[src/rtl/cacheline_burst_adapter_if.sv]
`default_nettype none
// ============================================================================
//  Module      : cacheline_burst_adapter_if
//  Description : Cache pmem port plus main-memory burst port, bundled for the
//                cacheline burst adapter. "slave" is the adapter's view,
//                "master" is the view of the cache/memory environment.
//  Revision    : 1.0 - initial release
// ============================================================================
interface cacheline_burst_adapter_if #(
  parameter int LINE_WIDTH  = 256,
  parameter int BURST_WIDTH = 64,
  parameter int ADDR_WIDTH  = 32
);
  // cache side
  logic [LINE_WIDTH-1:0]  line_i;
  logic [LINE_WIDTH-1:0]  line_o;
  logic [ADDR_WIDTH-1:0]  address_i;
  logic                   read_i;
  logic                   write_i;
  logic                   resp_o;
  // memory side
  logic [BURST_WIDTH-1:0] burst_i;
  logic [BURST_WIDTH-1:0] burst_o;
  logic [ADDR_WIDTH-1:0]  address_o;
  logic                   read_o;
  logic                   write_o;
  logic                   resp_i;

  modport slave (
    input  line_i, address_i, read_i, write_i, burst_i, resp_i,
    output line_o, resp_o, burst_o, address_o, read_o, write_o
  );

  modport master (
    output line_i, address_i, read_i, write_i, burst_i, resp_i,
    input  line_o, resp_o, burst_o, address_o, read_o, write_o
  );
endinterface
`default_nettype wire

[src/rtl/cacheline_burst_adapter.sv]
`default_nettype none
// ============================================================================
//  Module      : cacheline_burst_adapter
//  Description : Responds to whole-line cache reads/writes by running a fixed
//                length burst of narrow beats on the memory bus, then pulses
//                a one-cycle completion back to the cache.
//  Revision    : 1.0 - initial release
// ============================================================================
module cacheline_burst_adapter #(
  parameter int LINE_WIDTH  = 256,
  parameter int BURST_WIDTH = 64,
  parameter int ADDR_WIDTH  = 32
) (
  input logic                     clk,
  input logic                     rst_n,
  cacheline_burst_adapter_if.slave bus
);

  localparam int c_BURSTS = LINE_WIDTH / BURST_WIDTH;
  localparam int c_CNT_W  = (c_BURSTS > 1) ? $clog2(c_BURSTS) : 1;
  localparam int c_OFS_W  = $clog2(LINE_WIDTH / 8);
  localparam logic [c_CNT_W-1:0]    c_LAST_BEAT = c_CNT_W'(c_BURSTS - 1);
  localparam logic [ADDR_WIDTH-1:0] c_OFS_MASK  = ADDR_WIDTH'((64'd1 << c_OFS_W) - 64'd1);

  typedef enum logic [1:0] {
    ST_IDLE  = 2'd0,
    ST_READ  = 2'd1,
    ST_WRITE = 2'd2,
    ST_DONE  = 2'd3
  } state_t;

  state_t                                  r_state;
  state_t                                  w_next_state;
  logic [c_CNT_W-1:0]                      r_cnt;
  logic [ADDR_WIDTH-1:0]                   r_addr;
  // Beat-indexed views of the line: element 0 is the least significant beat.
  logic [c_BURSTS-1:0][BURST_WIDTH-1:0]    r_wdata;
  logic [c_BURSTS-1:0][BURST_WIDTH-1:0]    r_rdata;
  logic [c_BURSTS-1:0][BURST_WIDTH-1:0]    r_line_out;
  logic [c_BURSTS-1:0][BURST_WIDTH-1:0]    w_rdata_next;
  logic [ADDR_WIDTH-1:0]                   w_addr_aligned;
  logic                                    w_last_beat;
  logic                                    w_read_o;
  logic                                    w_write_o;
  logic                                    w_resp_o;
  logic [BURST_WIDTH-1:0]                  w_burst_o;

  assign w_addr_aligned = bus.address_i & ~c_OFS_MASK;
  assign w_last_beat    = (r_cnt == c_LAST_BEAT);

  // Read assembly: the beat on burst_i dropped into the slot selected by the counter.
  always_comb begin
    w_rdata_next        = r_rdata;
    w_rdata_next[r_cnt] = bus.burst_i;
  end

  // State register; an asynchronous reset aborts any burst in flight.
  always_ff @(posedge clk or negedge rst_n) begin
    if (!rst_n) begin
      r_state <= ST_IDLE;
    end else begin
      r_state <= w_next_state;
    end
  end

  // Next-state and strobe decode; memory strobes depend on state alone.
  always_comb begin
    w_next_state = r_state;
    w_read_o     = 1'b0;
    w_write_o    = 1'b0;
    w_resp_o     = 1'b0;
    case (r_state)
      ST_IDLE: begin
        // Write takes precedence if the cache illegally raises both.
        if (bus.write_i) begin
          w_next_state = ST_WRITE;
        end else if (bus.read_i) begin
          w_next_state = ST_READ;
        end
      end
      ST_READ: begin
        w_read_o = 1'b1;
        if (bus.resp_i && w_last_beat) begin
          w_next_state = ST_DONE;
        end
      end
      ST_WRITE: begin
        w_write_o = 1'b1;
        if (bus.resp_i && w_last_beat) begin
          w_next_state = ST_DONE;
        end
      end
      ST_DONE: begin
        w_resp_o     = 1'b1;
        w_next_state = ST_IDLE;
      end
      default: begin
        w_next_state = ST_IDLE;
      end
    endcase
  end

  // Datapath: request latch, beat counter, read capture and line_o update.
  always_ff @(posedge clk or negedge rst_n) begin
    if (!rst_n) begin
      r_cnt      <= '0;
      r_addr     <= '0;
      r_wdata    <= '0;
      r_rdata    <= '0;
      r_line_out <= '0;
    end else begin
      case (r_state)
        ST_IDLE: begin
          if (bus.write_i) begin
            r_addr  <= w_addr_aligned;
            r_wdata <= bus.line_i;
          end else if (bus.read_i) begin
            r_addr <= w_addr_aligned;
          end
        end
        ST_READ: begin
          if (bus.resp_i) begin
            r_rdata <= w_rdata_next;
            if (w_last_beat) begin
              r_cnt      <= '0;
              // line_o only changes once the whole line has arrived.
              r_line_out <= w_rdata_next;
            end else begin
              r_cnt <= r_cnt + 1'b1;
            end
          end
        end
        ST_WRITE: begin
          if (bus.resp_i) begin
            if (w_last_beat) begin
              r_cnt <= '0;
            end else begin
              r_cnt <= r_cnt + 1'b1;
            end
          end
        end
        default: begin
        end
      endcase
    end
  end

  // Outgoing write beat is held steady while memory stalls.
  assign w_burst_o = (r_state == ST_WRITE) ? r_wdata[r_cnt] : '0;

  assign bus.read_o    = w_read_o;
  assign bus.write_o   = w_write_o;
  assign bus.resp_o    = w_resp_o;
  assign bus.burst_o   = w_burst_o;
  assign bus.address_o = r_addr;
  assign bus.line_o    = r_line_out;

endmodule
`default_nettype wire

[src/flat_wrapper.sv]
// flat-port wrapper written by rule: the top's interface ports become plain ports
module cacheline_burst_adapter_flat 
#(
  parameter int LINE_WIDTH  = 256,
  parameter int BURST_WIDTH = 64,
  parameter int ADDR_WIDTH  = 32
)
  (clk, rst_n, bus_line_i, bus_address_i, bus_read_i, bus_write_i, bus_burst_i, bus_resp_i, bus_line_o, bus_resp_o, bus_burst_o, bus_address_o, bus_read_o, bus_write_o);
  cacheline_burst_adapter_if #(.LINE_WIDTH(LINE_WIDTH), .BURST_WIDTH(BURST_WIDTH), .ADDR_WIDTH(ADDR_WIDTH)) bus_i ();
  input logic clk;
  input logic rst_n;
  input wire logic [$bits(bus_i.line_i)-1:0] bus_line_i;
  input wire logic [$bits(bus_i.address_i)-1:0] bus_address_i;
  input wire logic [$bits(bus_i.read_i)-1:0] bus_read_i;
  input wire logic [$bits(bus_i.write_i)-1:0] bus_write_i;
  input wire logic [$bits(bus_i.burst_i)-1:0] bus_burst_i;
  input wire logic [$bits(bus_i.resp_i)-1:0] bus_resp_i;
  output wire logic [$bits(bus_i.line_o)-1:0] bus_line_o;
  output wire logic [$bits(bus_i.resp_o)-1:0] bus_resp_o;
  output wire logic [$bits(bus_i.burst_o)-1:0] bus_burst_o;
  output wire logic [$bits(bus_i.address_o)-1:0] bus_address_o;
  output wire logic [$bits(bus_i.read_o)-1:0] bus_read_o;
  output wire logic [$bits(bus_i.write_o)-1:0] bus_write_o;
  assign bus_i.line_i = bus_line_i;
  assign bus_i.address_i = bus_address_i;
  assign bus_i.read_i = bus_read_i;
  assign bus_i.write_i = bus_write_i;
  assign bus_i.burst_i = bus_burst_i;
  assign bus_i.resp_i = bus_resp_i;
  assign bus_line_o = bus_i.line_o;
  assign bus_resp_o = bus_i.resp_o;
  assign bus_burst_o = bus_i.burst_o;
  assign bus_address_o = bus_i.address_o;
  assign bus_read_o = bus_i.read_o;
  assign bus_write_o = bus_i.write_o;
  cacheline_burst_adapter #(.LINE_WIDTH(LINE_WIDTH), .BURST_WIDTH(BURST_WIDTH), .ADDR_WIDTH(ADDR_WIDTH)) u_core (.clk(clk), .rst_n(rst_n), .bus(bus_i));
endmodule
[config.mk]
export PLATFORM = sky130hd
export DESIGN_NAME = cacheline_burst_adapter_flat
export DESIGN_NICKNAME = d
export VERILOG_FILES = /design/src/rtl/cacheline_burst_adapter_if.sv /design/src/rtl/cacheline_burst_adapter.sv /design/src/flat_wrapper.sv
export SDC_FILE = /design/constraint.sdc
export NUM_CORES = 1
export LEC_CHECK = 0
export CAP_MARGIN = 10
export CORE_AREA = 2 2 273 275
export DETAILED_ROUTE_END_ITERATION = 16
export DIE_AREA = 0 0 275 277
export PLACE_DENSITY = 0.68
export SYNTH_ARGS = -nofsm -noshare
export SYNTH_HDL_FRONTEND = slang
export SYNTH_SLANG_ARGS = --single-unit
[constraint.sdc]
create_clock -name clk -period 4.8 [get_ports clk]
set_input_delay 0.72 -clock clk [delete_from_list [all_inputs] [get_ports clk]]
set_output_delay 0.72 -clock clk [all_outputs]
set_load 0.005 [all_outputs]
==> qor.csv <==
metric,value,unit
critPathSlowestCell,sky130_fd_sc_hd__dfrtp_2,
worst_hold_path_type,in2async,
floorplan.die_area,0.0762,mm^2
post_cts.resized_instances,0,
power_switching,8.30,mW
maxCapViolations,0,
worstRegToRegCells,4,
cpPeakStageDelay,930,ps
vias_after_detailed_routing,20600,
synth_edf_count,0,
finalSetupViolCount,0,
cts_max_level,3,
cells_traversed_along_the_worst_timing_path,"buf_4, mux4_2, and2_1, clkdlybuf4s50_1",
postRouteAntennaNets,0,
timing.critical_path.required,4080,ps
end_kind,primary output,
switching_share,30.0,%
ctsHoldBuffers,0,
met1_usage,28.4,%
wire_per_inst,22.1,um
grt_util_met3,7.38,%
seq_power_share,38.9,%
final_critical_path_setup_slack,685,ps
start_kind,register,
timing.rr.start,u_core.r_cnt[1]$_DFFE_PN0P_,
std_cell_rows,100,
synth.cells.most_frequent,"735 x sky130_fd_sc_hd__dfrtp_1, 476 x sky130_fd_sc_hd__mux2_2, 388 x sky130_fd_sc_hd__nand2_1",
worst_pin_slew,1170,ps
worst_r2r_endpoint,u_core.r_rdata[130]$_DFFE_PN0P_,
leakage,18.2,nW
placer_s_final_routability_congestion_estimate,0.872,
synthesis.instances,2295,
antenna_found_initial,22,
drive_gt1_share,24.0,%
worstSkewPairLatency,620,ps
firstDrtPassIters,6,
hpwlAfterDp,63000,um
timing.setup.critical_path_class,reg2out,
grt_setup_unrepaired,no,
slew_violations,0,
postSynthRegisterBits,735,
remaining_drc_errors,0,
grtUsageMet2,38.2,%
max_freq,243,MHz
leading_register_cell_type_out_of_synthesis,sky130_fd_sc_hd__dfrtp_1,
setup_slack_after_placement,1290,ps
grt_use_total,23.2,%
clockRootBuffer,sky130_fd_sc_hd__clkbuf_16,
comb_power_share,37.2,%
area_growth_syn_to_layout,35.1,%
global_route_wire_length_before_repair,135000,um
timing.final.hold_violations,0,
cts.repair_timing.setup_buffer_count,0,
post_layout_net_count,3331,
cellInternalPower,19.4,mW
syn_area,0.0310,mm^2
synth_area_per_cell,13.5,um^2
routed_via_density,5.13,
boundaryPins,712,
totalWireLength,88700,um
vdd_drop_max,0.372,mV
io_buffers,701,
critPathMaxFanout,39,
chipWidth,275,um
yosysMostFrequentCell,sky130_fd_sc_hd__dfrtp_1,
global_route.peak_usage_layer,met2,
total_negative_setup_slacks,0,ps
async_reset_ff_share,100,%
first_global_vias,22100,
total_clock_buffers_created_by_cts,83,
power_density,661,mW/mm^2
drt-initial-drc-count,990,
layout.filler_cells,5874,
max_slew_margin,22.2,%
timing.final.crit_share,85.7,%
synth_largest_type_area_fraction,59.4,%
share_clk_of_total_power,23.9,%
synth_top_cells_by_area,"sky130_fd_sc_hd__dfrtp_1 59%, sky130_fd_sc_hd__mux2_2 17%, sky130_fd_sc_hd__mux2i_1 6.3%",
layout_min_cycle_time,4110,ps
yosysSeqAreaShare,59.4,%
worstSetupStartpoint,u_core.r_cnt[1]$_DFFE_PN0P_,
initial_utilization,42.1,%
run_status,"finished, final reports clean",
synth_warnings,0,
clock_sink_count,735,
skew,18.6,ps
fp.coreArea,0.0736,mm^2
post_synth_num_cell_types,24,
reg2reg_setup_slack,1520,ps
cts_tree,done,
floorplan.die.height,277,um
total_power,27.7,mW
critPathArrivalTime,3390,ps
clk_pin_slew_worst_paths,60,ps
cts_buffer_depth,3,
grt_start_max_net_pins,120,
grt.overflow.total,0,
synth.largest_area_cell,sky130_fd_sc_hd__dfrtp_1,
kinds of logic after synthesis:
group / synth area share [%]
adder cells (fa/ha/maj): 0.363
multiplexers: 28.2
buffers and inverters: 2.66
AO/OA/AOI/OAI: 3.19
other: 0.0121
AND/OR/NAND/NOR: 6.17
flip-flops: 59.4
worst max-delay path by stage:
stage               cells after the start  slack, ps               to
floorplan                               5       2660  bus_burst_o[56]
global placement                        4       1280  bus_burst_o[49]
detailed placement                      4       1290  bus_burst_o[49]
CTS                                     4        630  bus_burst_o[49]
global route                            4        600  bus_burst_o[22]
finish                                  4        690  bus_burst_o[33]
critical path: cells and delay by family, from the launching register on:
family	cells	cell delay [ps]
multiplexers	1	410
flip-flops	1	930
buffers and inverters	2	1190
AND/OR/NAND/NOR	1	170
stage by stage:
stage | hold slack, ps | util (%) | instance area [um^2] | std cells
after floorplan | 424 | - | 31000 | 2299
after global placement | 460 | 52.9 | 39000 | 3849
after detailed placement | 462 | 52.9 | 39000 | 3849
after CTS | 208 | 56.9 | 41800 | 4004
after global routing | 242 | 56.9 | 41900 | 4011
final | 190 | 56.9 | 41900 | 4013
cell usage in the layout, fill, tap and decap left out, types with 5 or more instances in the layout:
cell type | synthesis | routed
sky130_fd_sc_hd__dfrtp_1 | 735 | 733
sky130_fd_sc_hd__clkdlybuf4s50_1 | 0 | 700
sky130_fd_sc_hd__mux2_2 | 476 | 476
sky130_fd_sc_hd__nand2_1 | 388 | 387
sky130_fd_sc_hd__mux2i_1 | 195 | 195
sky130_fd_sc_hd__o21ai_0 | 193 | 193
sky130_fd_sc_hd__clkbuf_16 | 0 | 85
sky130_fd_sc_hd__mux4_2 | 64 | 64
sky130_fd_sc_hd__and2_1 | 64 | 64
sky130_fd_sc_hd__buf_4 | 8 | 23
sky130_fd_sc_hd__clkbuf_8 | 0 | 21
sky130_fd_sc_hd__clkbuf_1 | 38 | 18
sky130_fd_sc_hd__buf_12 | 3 | 13
sky130_fd_sc_hd__clkinv_2 | 0 | 10
sky130_fd_sc_hd__diode_2 | 0 | 9
sky130_fd_sc_hd__bufinv_16 | 0 | 8
sky130_fd_sc_hd__ha_1 | 9 | 5
sky130_fd_sc_hd__conb_1 | 1 | 5
sky130_fd_sc_hd__clkinvlp_4 | 0 | 5
per-layer routing:
| layer | wire [um] | part of all wire (%) | up-vias |
|---|---|---|---|
| met1 | 35500 | 40 | 10400 |
| met5 | 150 | 0.17 | - |
| li1 | - | - | 9350 |
| met4 | 3360 | 3.8 | 24 |
| met3 | 6910 | 7.8 | 163 |
| met2 | 42700 | 48 | 602 |
state kept, by name, summed over array words and instances (netlist names):
| register | cells |
|---|---|
| u_core.r_cnt | 2 |
| u_core.r_state | 2 |
| u_core.bus.line_o | 256 |
| u_core.bus.address_o | 27 |
| u_core.r_rdata | 192 |
| u_core.r_wdata | 256 |
layout make-up:
cell class / instances / area (um^2) / share of cell area (%)
repair buffers: 737 / 7450 / 17.8
well taps: 969 / 1210 / 2.90
flip-flops and latches: 735 / 18400 / 43.9
inverters: 4 / 15.0 / 0.0359
multi-input cells: 1404 / 11900 / 28.4
diodes: 9 / 22.5 / 0.0538
clock inverters: 31 / 412 / 0.983
clock buffers: 124 / 2480 / 5.93
power by group through the flow:
stage / Clock (mW) / Sequential, mW / Combinational (mW)
after CTS: 6.79 / 10.7 / 10.5
after floorplan: 0 / 10.3 / 5.98
final: 6.63 / 10.8 / 10.3
after global placement: 0 / 10.6 / 10.1
after detailed placement: 0 / 10.8 / 10.4
after global routing: 7.03 / 11.1 / 11.2
(Power assumes the default switching activity.)
